### src/rtl/layer_seq_ctrl_if.sv
// Result stream of layer_seq_ctrl: one captured neuron output per beat,
// tagged with its neuron index, under a valid/ready handshake.
interface layer_seq_ctrl_if #(
   parameter int DATA_WIDTH  = 16,
   parameter int NUM_NEURONS = 30
);
   logic [DATA_WIDTH-1:0]          out_data;
   logic [$clog2(NUM_NEURONS)-1:0] out_idx;
   logic                           out_valid;
   logic                           out_ready;

   modport master (output out_data, output out_idx, output out_valid, input out_ready);
   modport slave  (input out_data, input out_idx, input out_valid, output out_ready);
endinterface

### src/rtl/layer_seq_ctrl.sv
// Sequencer for one fully connected layer: bursts the activation vector to all
// neurons, captures their outputs, then drains them on a valid/ready stream.
// Optional WAIT timeout with sticky err: define LAYER_SEQ_CTRL_TIMEOUT_EN.
module layer_seq_ctrl #(
   parameter int NUM_INPUTS  = 784,
   parameter int NUM_NEURONS = 30,
   parameter int DATA_WIDTH  = 16,
   parameter int WAIT_LIMIT  = 64
) (
   input  logic                              clk,
   input  logic                              rst,
   input  logic                              start,
   output logic                              busy,
   output logic                              done,
   output logic                              in_rd_en,
   output logic [$clog2(NUM_INPUTS)-1:0]     in_rd_addr,
   input  logic [DATA_WIDTH-1:0]             in_rd_data,
   output logic [DATA_WIDTH-1:0]             neuron_in,
   output logic                              neuron_in_valid,
   input  logic [NUM_NEURONS*DATA_WIDTH-1:0] neuron_out,
   input  logic [NUM_NEURONS-1:0]            neuron_outvalid,
   layer_seq_ctrl_if.master                  stream,
   output logic                              err
);

   localparam int AW = $clog2(NUM_INPUTS);
   localparam int IW = $clog2(NUM_NEURONS);
   localparam logic [AW-1:0] LAST_ADDR = AW'(NUM_INPUTS - 1);
   localparam logic [IW-1:0] LAST_IDX  = IW'(NUM_NEURONS - 1);

   typedef enum logic [2:0] {S_IDLE, S_STREAM, S_WAIT, S_DRAIN, S_DONE} state_t;

   state_t                state;
   logic [DATA_WIDTH-1:0] cap      [NUM_NEURONS];
   logic [DATA_WIDTH-1:0] cap_next [NUM_NEURONS];
   logic [NUM_NEURONS-1:0] flag;
   logic [NUM_NEURONS-1:0] flag_next;
   logic                  all_set;
   logic [IW-1:0]         idx_inc;

   // Capture view including this cycle's pulses, so WAIT can leave on the same
   // cycle the last flag sets and DRAIN loads values that arrive on that edge.
   always_comb begin
      cap_next  = cap;
      flag_next = flag;
      if (state != S_IDLE) begin
         for (int k = 0; k < NUM_NEURONS; k++) begin
            if (neuron_outvalid[k]) begin
               cap_next[k]  = neuron_out[k*DATA_WIDTH +: DATA_WIDTH];
               flag_next[k] = 1'b1;
            end
         end
      end
   end

   assign all_set   = &flag_next;
   assign idx_inc   = stream.out_idx + IW'(1);
   assign neuron_in = in_rd_data;

`ifdef LAYER_SEQ_CTRL_TIMEOUT_EN
   localparam int CW = $clog2(WAIT_LIMIT + 1);
   logic [CW-1:0] wait_cnt;
`else
   assign err = 1'b0;
`endif

   always_ff @(posedge clk or negedge rst) begin
      if (!rst) begin
         state            <= S_IDLE;
         busy             <= 1'b0;
         done             <= 1'b0;
         in_rd_en         <= 1'b0;
         in_rd_addr       <= '0;
         neuron_in_valid  <= 1'b0;
         stream.out_valid <= 1'b0;
         stream.out_idx   <= '0;
         stream.out_data  <= '0;
         flag             <= '0;
         cap              <= '{default: '0};
`ifdef LAYER_SEQ_CTRL_TIMEOUT_EN
         err              <= 1'b0;
         wait_cnt         <= '0;
`endif
      end else begin
         cap             <= cap_next;
         flag            <= flag_next;
         neuron_in_valid <= in_rd_en;
         done            <= 1'b0;
         case (state)
            S_IDLE: begin
               if (start) begin
                  state      <= S_STREAM;
                  busy       <= 1'b1;
                  in_rd_en   <= 1'b1;
                  in_rd_addr <= '0;
                  flag       <= '0;
                  // Cleared too so a neuron that never fires drains as zero.
                  cap        <= '{default: '0};
               end
            end
            S_STREAM: begin
               if (in_rd_addr == LAST_ADDR) begin
                  state      <= S_WAIT;
                  in_rd_en   <= 1'b0;
                  in_rd_addr <= '0;
`ifdef LAYER_SEQ_CTRL_TIMEOUT_EN
                  wait_cnt   <= '0;
`endif
               end else begin
                  in_rd_addr <= in_rd_addr + AW'(1);
               end
            end
            S_WAIT: begin
               if (all_set) begin
                  state            <= S_DRAIN;
                  stream.out_valid <= 1'b1;
                  stream.out_idx   <= '0;
                  stream.out_data  <= cap_next[0];
               end
`ifdef LAYER_SEQ_CTRL_TIMEOUT_EN
               else if (wait_cnt == CW'(WAIT_LIMIT - 1)) begin
                  err              <= 1'b1;
                  state            <= S_DRAIN;
                  stream.out_valid <= 1'b1;
                  stream.out_idx   <= '0;
                  stream.out_data  <= cap_next[0];
               end else begin
                  wait_cnt <= wait_cnt + CW'(1);
               end
`endif
            end
            S_DRAIN: begin
               if (stream.out_ready) begin
                  if (stream.out_idx == LAST_IDX) begin
                     state            <= S_DONE;
                     done             <= 1'b1;
                     stream.out_valid <= 1'b0;
                     stream.out_idx   <= '0;
                     stream.out_data  <= '0;
                  end else begin
                     stream.out_idx  <= idx_inc;
                     stream.out_data <= cap_next[idx_inc];
                  end
               end
            end
            S_DONE: begin
               state <= S_IDLE;
               busy  <= 1'b0;
            end
            default: state <= S_IDLE;
         endcase
      end
   end

endmodule

### src/flat_wrapper.sv
// flat-port wrapper written by rule: the top's interface ports become plain ports
module layer_seq_ctrl_flat 
#(
   parameter int NUM_INPUTS  = 784,
   parameter int NUM_NEURONS = 30,
   parameter int DATA_WIDTH  = 16,
   parameter int WAIT_LIMIT  = 64
)
  (clk, rst, start, busy, done, in_rd_en, in_rd_addr, in_rd_data, neuron_in, neuron_in_valid, neuron_out, neuron_outvalid, err, stream_out_data, stream_out_idx, stream_out_valid, stream_out_ready);
  layer_seq_ctrl_if #(.DATA_WIDTH(DATA_WIDTH), .NUM_NEURONS(NUM_NEURONS)) stream_i ();
  input  logic clk;
  input  logic rst;
  input  logic start;
  output logic busy;
  output logic done;
  output logic in_rd_en;
  output logic [$clog2(NUM_INPUTS)-1:0] in_rd_addr;
  input  logic [DATA_WIDTH-1:0] in_rd_data;
  output logic [DATA_WIDTH-1:0] neuron_in;
  output logic neuron_in_valid;
  input  logic [NUM_NEURONS*DATA_WIDTH-1:0] neuron_out;
  input  logic [NUM_NEURONS-1:0] neuron_outvalid;
  output logic err;
  output wire logic [$bits(stream_i.out_data)-1:0] stream_out_data;
  output wire logic [$bits(stream_i.out_idx)-1:0] stream_out_idx;
  output wire logic [$bits(stream_i.out_valid)-1:0] stream_out_valid;
  input wire logic [$bits(stream_i.out_ready)-1:0] stream_out_ready;
  assign stream_out_data = stream_i.out_data;
  assign stream_out_idx = stream_i.out_idx;
  assign stream_out_valid = stream_i.out_valid;
  assign stream_i.out_ready = stream_out_ready;
  layer_seq_ctrl #(.NUM_INPUTS(NUM_INPUTS), .NUM_NEURONS(NUM_NEURONS), .DATA_WIDTH(DATA_WIDTH), .WAIT_LIMIT(WAIT_LIMIT)) u_core (.clk(clk), .rst(rst), .start(start), .busy(busy), .done(done), .in_rd_en(in_rd_en), .in_rd_addr(in_rd_addr), .in_rd_data(in_rd_data), .neuron_in(neuron_in), .neuron_in_valid(neuron_in_valid), .neuron_out(neuron_out), .neuron_outvalid(neuron_outvalid), .stream(stream_i), .err(err));
endmodule
### config.mk
export PLATFORM = sky130hd
export DESIGN_NAME = layer_seq_ctrl_flat
export DESIGN_NICKNAME = d
export VERILOG_FILES = /design/src/rtl/layer_seq_ctrl_if.sv /design/src/rtl/layer_seq_ctrl.sv /design/src/flat_wrapper.sv
export SDC_FILE = /design/constraint.sdc
export NUM_CORES = 1
export LEC_CHECK = 0
export ABC_CLOCK_PERIOD_IN_PS = 2900
export CORE_MARGIN = 4
export CORE_UTILIZATION = 30
export CTS_CLUSTER_DIAMETER = 150
export DETAILED_ROUTE_END_ITERATION = 12
export HOLD_SLACK_MARGIN = 0.05
export PLACE_DENSITY = 0.59
export REMOVE_ABC_BUFFERS = 1
export SLEW_MARGIN = 0
export SYNTH_ARGS = -nofsm -noshare
export SYNTH_HDL_FRONTEND = slang
export SYNTH_SLANG_ARGS = --single-unit
export TNS_END_PERCENT = 50
### constraint.sdc
create_clock -name clk -period 2.9 [get_ports clk]
set_clock_uncertainty 0.15 [all_clocks]
set_input_delay 0.435 -clock clk [delete_from_list [all_inputs] [get_ports clk]]
set_output_delay 0.435 -clock clk [all_outputs]
set_load 0.1 [all_outputs]
==> flow_summary.yaml, run 1 <==
logic_synthesis:
  avgSynthCellArea_um2: 9.16
  synth-main-ff-cell: "dfrtp_1"
  synth.lib_cells_used.distinct: 83
  synth_seq_cells: 549
  ys.warnings.count: 0
  yosys.area.top_type: "dfrtp_1"
  synthAdderAreaFrac_pct: 0.131
  synth_edf_count: 0
  synth-compound-area-share_pct: 21.4
  synth_xor_area_share_pct: 0.326
  seq_area_frac_synth_pct: 47.8
  synthSimpleGateAreaFrac_pct: 19.4
  ys_top_cells_by_area: "dfrtp_1, nand2_1, mux2i_1"
  synthMuxAreaShare_pct: 6.46
  netlist.area_leader.share_pct: 47.8
  synthCells: 3139
  syn-cell-area_um2: 28800
  ys_async_sr_fraction_pct: 100
  synth_top_family_by_area: "compound AO/OA/AOI/OAI gates"
grt:
  grt_first_pass_wirelength_um: 206000
  grt_pass1_vias: 29400
  overflow: 0
  antenna_found_initial: 26
  grt_max_degree: 94
  grt_util_all_layers_pct: 27.6
placement:
  dp.cells: 5218
  gp_congestion: 0.942
  dp.final_hpwl_um: 112000
  io_buffers: 549
worst_setup_path:
  critPathRequiredTime_ns: 3.25
  arrival_ns: 3.50
  critPathLaunchType: "flop"
  r2r_setup_slack_ns: -0.25
  worst_setup_path_end_kind: "flop"
  cp-startpoint: "u_core.state[2]$_DFFE_PN0P_"
  cp_max_fo: 8
  reg2reg_from: "u_core.state[2]$_DFFE_PN0P_"
  worst-setup-path-type: "flop to flop"
cts:
  cts_tree: "built"
  cts_htree_levels: 3
  cts_sinks: 549
  clock_latency_ns: 0.61
  cts_inserted_buffers: 70
  cts_buffer_depth: 3
  clk_pin_slew_ns: 0.06
  clockRootBuffer: "clkbuf_16"
drt:
  drt-initial-drc-count: 3137
  finalWirelength_um: 145000
  drt-wirelength-per-cell_um: 26.9
  routed_via_density: 5.48
  detail-route-antenna-nets: 0
  vias: 29600
  drc: 0
  dr.pass1.iters: 9
die:
  placementRows: 113
  dieArea_um2: 101000
  die_w_um: 318
  io_pins: 583
  core_um2: 95000
  die_height_um: 318
  initial_core_util_pct: 30.3
run:
  cap_violations: 0
power:
  power_density_nw_per_um2: 1040
  p_leak_nw: 19.5
  max-vdd-ir-drop_mv: 0.565
sta:
  setup_viol: 21
  relSlewSlack_pct: 31.1
  maxSlewViolCount: 0
  period_minus_slack_ns: 3.15
  fin_ws_ns: -0.245
  finalHoldViolCount: 0
  timing.fmax_ghz: 0.318
  whs_ns: 0.142
  rsz0062_at_grt: "true"
  fin_crit_sh_pct: 108
  tns_ns: -3.74
  worst_slew_pin_slew_ns: 1.03
finish:
  postLayoutCoreUtil_pct: 45.2
  area_delta_synth_final_pct: 49.2
  stdcell_count: 5409
  fill_cells: 9152
  nets: 4610
  layout_common_cells: "nand2_1, dfrtp_1, clkdlybuf4s50_1"
  drive_gt1_share_pct: 21.9
  final_common_cell: "nand2_1"
status:
  status: "complete, but fails checks"
  violations: "setup timing"
min_path:
  hold_path_class: "input port to asynchronous set/reset pin"
[per-layer routing]
layer	track usage, %	part of all wire [%]	up-vias
met5	0	0.076	-
met4	12.1	5.3	18
met3	8.02	9.5	313
met2	43.9	46	1557
met1	34.9	39	14600
li1	-	-	13100
[repair_timing]
action	in CTS	in global routing
setup endpoints to repair	92	126
buffers inserted	46	6
hold endpoints to repair	477	0
gates resized for setup	181	85
cloned	4	0
hold buffers	1	0
pin swaps	53	37
[area by class of cell]
class                      count  area, um2  share of cell area (%)
timing repair buffer        1107      10500                    24.5
clock buffer                 100       2040                    4.75
antenna                       17       42.5                  0.0991
multi-input combinational   2340      14700                    34.3
inverter                       9       33.8                  0.0787
sequential                   549      13800                    32.1
tap                         1265       1580                    3.69
clock inverter                22        264                   0.615
[flip-flops by register name (all words and copies together), names as in the netlist]
name and count:
u_core.stream.out_idx 5, u_core.in_rd_en 1, u_core.neuron_in_valid 1, u_core.state 3, u_core.busy 1, u_core.stream.out_data 16
u_core.stream.out_valid 1, u_core.cap 480, u_core.in_rd_addr 10, u_core.flag 30, u_core.done 1
[cell usage after synthesis (5+ instances only)]
cell type and number:
o32a_1 5, nor3_2 5, a211oi_1 55, a2111oi_0 11, a211o_1 8, dfrtp_1 549
o21ai_0 71, buf_2 87, clkbuf_1 81, and2_1 39, o31ai_1 8, or4_1 10
buf_4 36, o22ai_1 48, mux2i_1 172, o211ai_1 5, and3_1 20, inv_1 8
nor2_1 130, buf_1 18, nand3b_1 26, o31a_1 27, a21o_1 55, a221oi_1 14
nand2_1 898, a311oi_1 24, a22oi_1 19, a21oi_1 209, a221o_1 8, nand2b_1 13
nor4_1 32, nand4_1 12, mux2_2 12, a22o_1 176, a31oi_1 27, nor3_1 20
o21ai_1 5, o31ai_2 17, o221ai_1 12, xor2_1 6, buf_6 19, nand3_1 60
nor2b_1 7, o2111ai_1 5
[kinds of logic (layout without fill, tap and decap cells)]
kind of cell	count (synthesis)	count (layout)
muxes	184	184
other	1	18
and+or+nand+nor	1295	1295
buffers and inverters	250	1238
xor gates and xnor gates	9	9
AOI/OAI and AO/OA	848	848
adders and majority gates	3	3
DFF	549	549
[where the power goes]
part	internal [mW]	switching [mW]
Clock	5.34	3.62
Combinational	9.35	13.2
Sequential	11.1	2.08
[final timing paths]
kind | endpoint | depth (start not counted)
min in group clk | u_core.cap[351]$_DFF_PN0_ | 3
worst max register to register | u_core.stream.out_data[7]$_DFFE_PN0P_ | 10
max in group asynchronous | u_core.cap[189]$_DFF_PN0_ | 4
worst max-delay path | u_core.stream.out_data[7]$_DFFE_PN0P_ | 10
worst min-delay path | u_core.cap[349]$_DFF_PN0_ | 2
worst min register to register | u_core.neuron_in_valid$_DFF_PN0_ | 0
[worst max-delay path: stages, from the launching register on]
cell and delay (ns):
dfrtp_4 0.57, buf_4 0.20, or3_4 0.40, buf_6 0.18
and3_1 0.21, a211oi_2 0.22, a311oi_4 0.11, a311oi_4 0.42
buf_4 0.18, nor3_1 0.05, o32a_1 0.33
[per-stage QoR]
step,power [mW],area [um2],setup slack (ns)
2_1_floorplan,23.2,27500,-3.53
3_3_place_gp,33.2,38800,-0.884
3_5_place_dp,33.5,38800,-0.876
4_1_cts,43.8,42400,-0.232
5_1_grt,46.7,42900,-0.309
6_report,44.7,42900,-0.245
Note: power is estimated with default switching activity, not from simulation.
==> run 2, diff against run 1 <==
--- a/config.mk
+++ b/config.mk
@@ -6,8 +6,10 @@
 export NUM_CORES = 1
 export LEC_CHECK = 0
 export ABC_CLOCK_PERIOD_IN_PS = 2900
+export CAP_MARGIN = 0
 export CORE_MARGIN = 4
 export CORE_UTILIZATION = 30
+export CTS_BUF_LIST = sky130_fd_sc_hd__clkbuf_2 sky130_fd_sc_hd__clkbuf_4 sky130_fd_sc_hd__clkbuf_8
 export CTS_CLUSTER_DIAMETER = 150
 export DETAILED_ROUTE_END_ITERATION = 12
 export HOLD_SLACK_MARGIN = 0.05
==> run 2 against run 1 <==
Compared with the run above:
- sequential power about the same
- first-iteration DRC count up 4.7%
- largest power group unchanged
- non-clock buffer count up 38
- critical path type unchanged
- the flow still finishes with violations (setup timing)
- clock-buffer cell count up 60
- critical endpoint unchanged
- via count up 1.5%
- total power down 0.73%
==> flow_summary.yaml, run 2 (synthesis gave the netlist of run 1 again) <==
status:
  status: "complete, but fails checks"
  violations: "setup timing"
placement:
  dp.cells: 5218
  dp.final_hpwl_um: 112000
  io_buffers: 549
  preCtsSetupSlack_ns: -0.876
  gp_congestion: 0.942
drt:
  vias: 30100
  drt-initial-drc-count: 3283
  dr.pass1.iters: 6
  detail-route-antenna-nets: 0
  finalWirelength_um: 146000
  drc: 0
  drt-wirelength-per-cell_um: 26.6
  routed_via_density: 5.46
worst_setup_path:
  worst_setup_path_end_kind: "flop"
  critPathRequiredTime_ns: 3.37
  worst-setup-path-type: "flop to flop"
  cpPeakStageDelay_ns: 0.51
  slowest_stage: "dfrtp_4"
  crit_chain: "buf_12 > buf_12 > buf_12 > o31a_1 > buf_6 > nand2_4 > a21oi_2 > or3_4 > a311oi_4 > buf_4 > nor3_1 > o32a_1"
  cp_max_fo: 10
  critPathLaunchType: "flop"
  cp_common_cell: "buf_12"
  arrival_ns: 3.63
finish:
  fill_cells: 9174
  stdcell_count: 5512
  drive_gt1_share_pct: 24.7
  postLayoutCoreUtil_pct: 45.7
  largestRegisters: "u_core.cap x480, u_core.flag x30, u_core.stream.out_data x16"
  nets: 4679
  top_register: "u_core.cap"
  largest_reg_flops: 480
  layout_common_cells: "nand2_1, dfrtp_1, buf_4"
  area_delta_synth_final_pct: 50.9
  final_common_cell: "nand2_1"
power:
  power_density_nw_per_um2: 1020
  p_leak_nw: 19.8
  p_total_mw: 44.3
  max-vdd-ir-drop_mv: 0.623
run:
  cap_violations: 0
sta:
  maxSlewViolCount: 0
  finalHoldViolCount: 0
  relSlewSlack_pct: 25.6
  rsz0062_at_grt: "true"
  fin_ws_ns: -0.262
  worst_slew_pin_slew_ns: 1.11
  period_minus_slack_ns: 3.16
  timing.fmax_ghz: 0.316
  setup_viol: 22
  fin_crit_sh_pct: 109
die:
  core_um2: 95000
  die_w_um: 318
  dieArea_um2: 101000
  placementRows: 113
  io_pins: 583
  initial_core_util_pct: 30.3
  die_height_um: 318
grt:
  antenna_found_initial: 31
  grt_max_degree: 94
  grt_pass1_vias: 29900
  grt_first_pass_wirelength_um: 209000
  grt_util_all_layers_pct: 27.9
  overflow: 0
cts:
  cts_sinks: 549
  cts_buffer_depth: 3
  clockRootBuffer: "clkbuf_8"
  clk_pin_slew_ns: 0.07
  clock_latency_ns: 0.77
  cts_htree_levels: 3
  cts_inserted_buffers: 101
  cts_tree: "built"
min_path:
  hold_path_class: "input port to flop"
[run 2: through the flow]
step           area, um2  TNS (ns)  hold WS, ns
2_1_floorplan      27500  -1240.16      -0.0106
3_3_place_gp       38800    -20.08        0.194
3_5_place_dp       38800    -22.42        0.192
4_1_cts            43100     -3.07       0.0549
5_1_grt            43400     -5.95        0.103
6_report           43400     -3.75       0.0865
[run 2: final timing paths]
kind | start | endpoint | slack (ns) | cells after the start
setup / recovery | u_core.state[0]$_DFFE_PN0P_ | u_core.stream.out_data[7]$_DFFE_PN0P_ | -0.26 | 12
hold / removal | neuron_out[174] | u_core.cap[318]$_DFF_PN0_ | 0.09 | 3
setup reg to reg | u_core.state[0]$_DFFE_PN0P_ | u_core.stream.out_data[7]$_DFFE_PN0P_ | -0.26 | 12
hold reg to reg | u_core.in_rd_en$_DFFE_PN0P_ | u_core.neuron_in_valid$_DFF_PN0_ | 0.26 | 0
max in group asynchronous | rst | u_core.cap[180]$_DFF_PN0_ | 1.69 | 4
min in group asynchronous | rst | u_core.cap[452]$_DFF_PN0_ | 0.24 | 3
[run 2: routing by layer]
layer	up-vias	track usage, %	share of wire (%)
li1	13300	-	-
met1	14800	35.0	39
met2	1664	43.5	45
met3	343	8.43	10
met4	18	14.3	5.6
met5	-	0	0.076
[run 2: timing repair]
item,CTS,global route
hold buffers,3,0
gates cloned,7,0
buffers inserted,75,12
pin swaps,77,15
endpoints found under the hold margin,481,0
endpoints found under the setup margin,93,93
resized for setup,273,38
[run 2: layout make-up]
cell class                      count  area [um2]  share of cell area, %
Sequential cell                   549       13800                   31.7
Antenna cell                       22        55.1                  0.127
Tap cell                         1265        1580                   3.65
Multi-Input combinational cell   2340       14900                   34.3
Inverter                            9        33.8                 0.0778
Clock inverter                     22         169                  0.389
Clock buffer                      160        2020                   4.66
Timing Repair Buffer             1145       10900                   25.1
[run 2: critical path, delay by kind of cell (launching register included)]
| kind | cells | cell delay (ns) |
|---|---|---|
| buffers and inverters | 5 | 0.79 |
| and+or+nand+nor | 3 | 0.50 |
| DFF | 1 | 0.51 |
| AOI/OAI and AO/OA | 4 | 1.10 |
[run 2: report_power, final]
part	switching [mW]	leakage, nW	total [mW]	internal, mW
combinational	13.3	11.9	23.0	9.68
clock	3.66	1.17	8.18	4.51
sequential	2.06	6.77	13.2	11.1
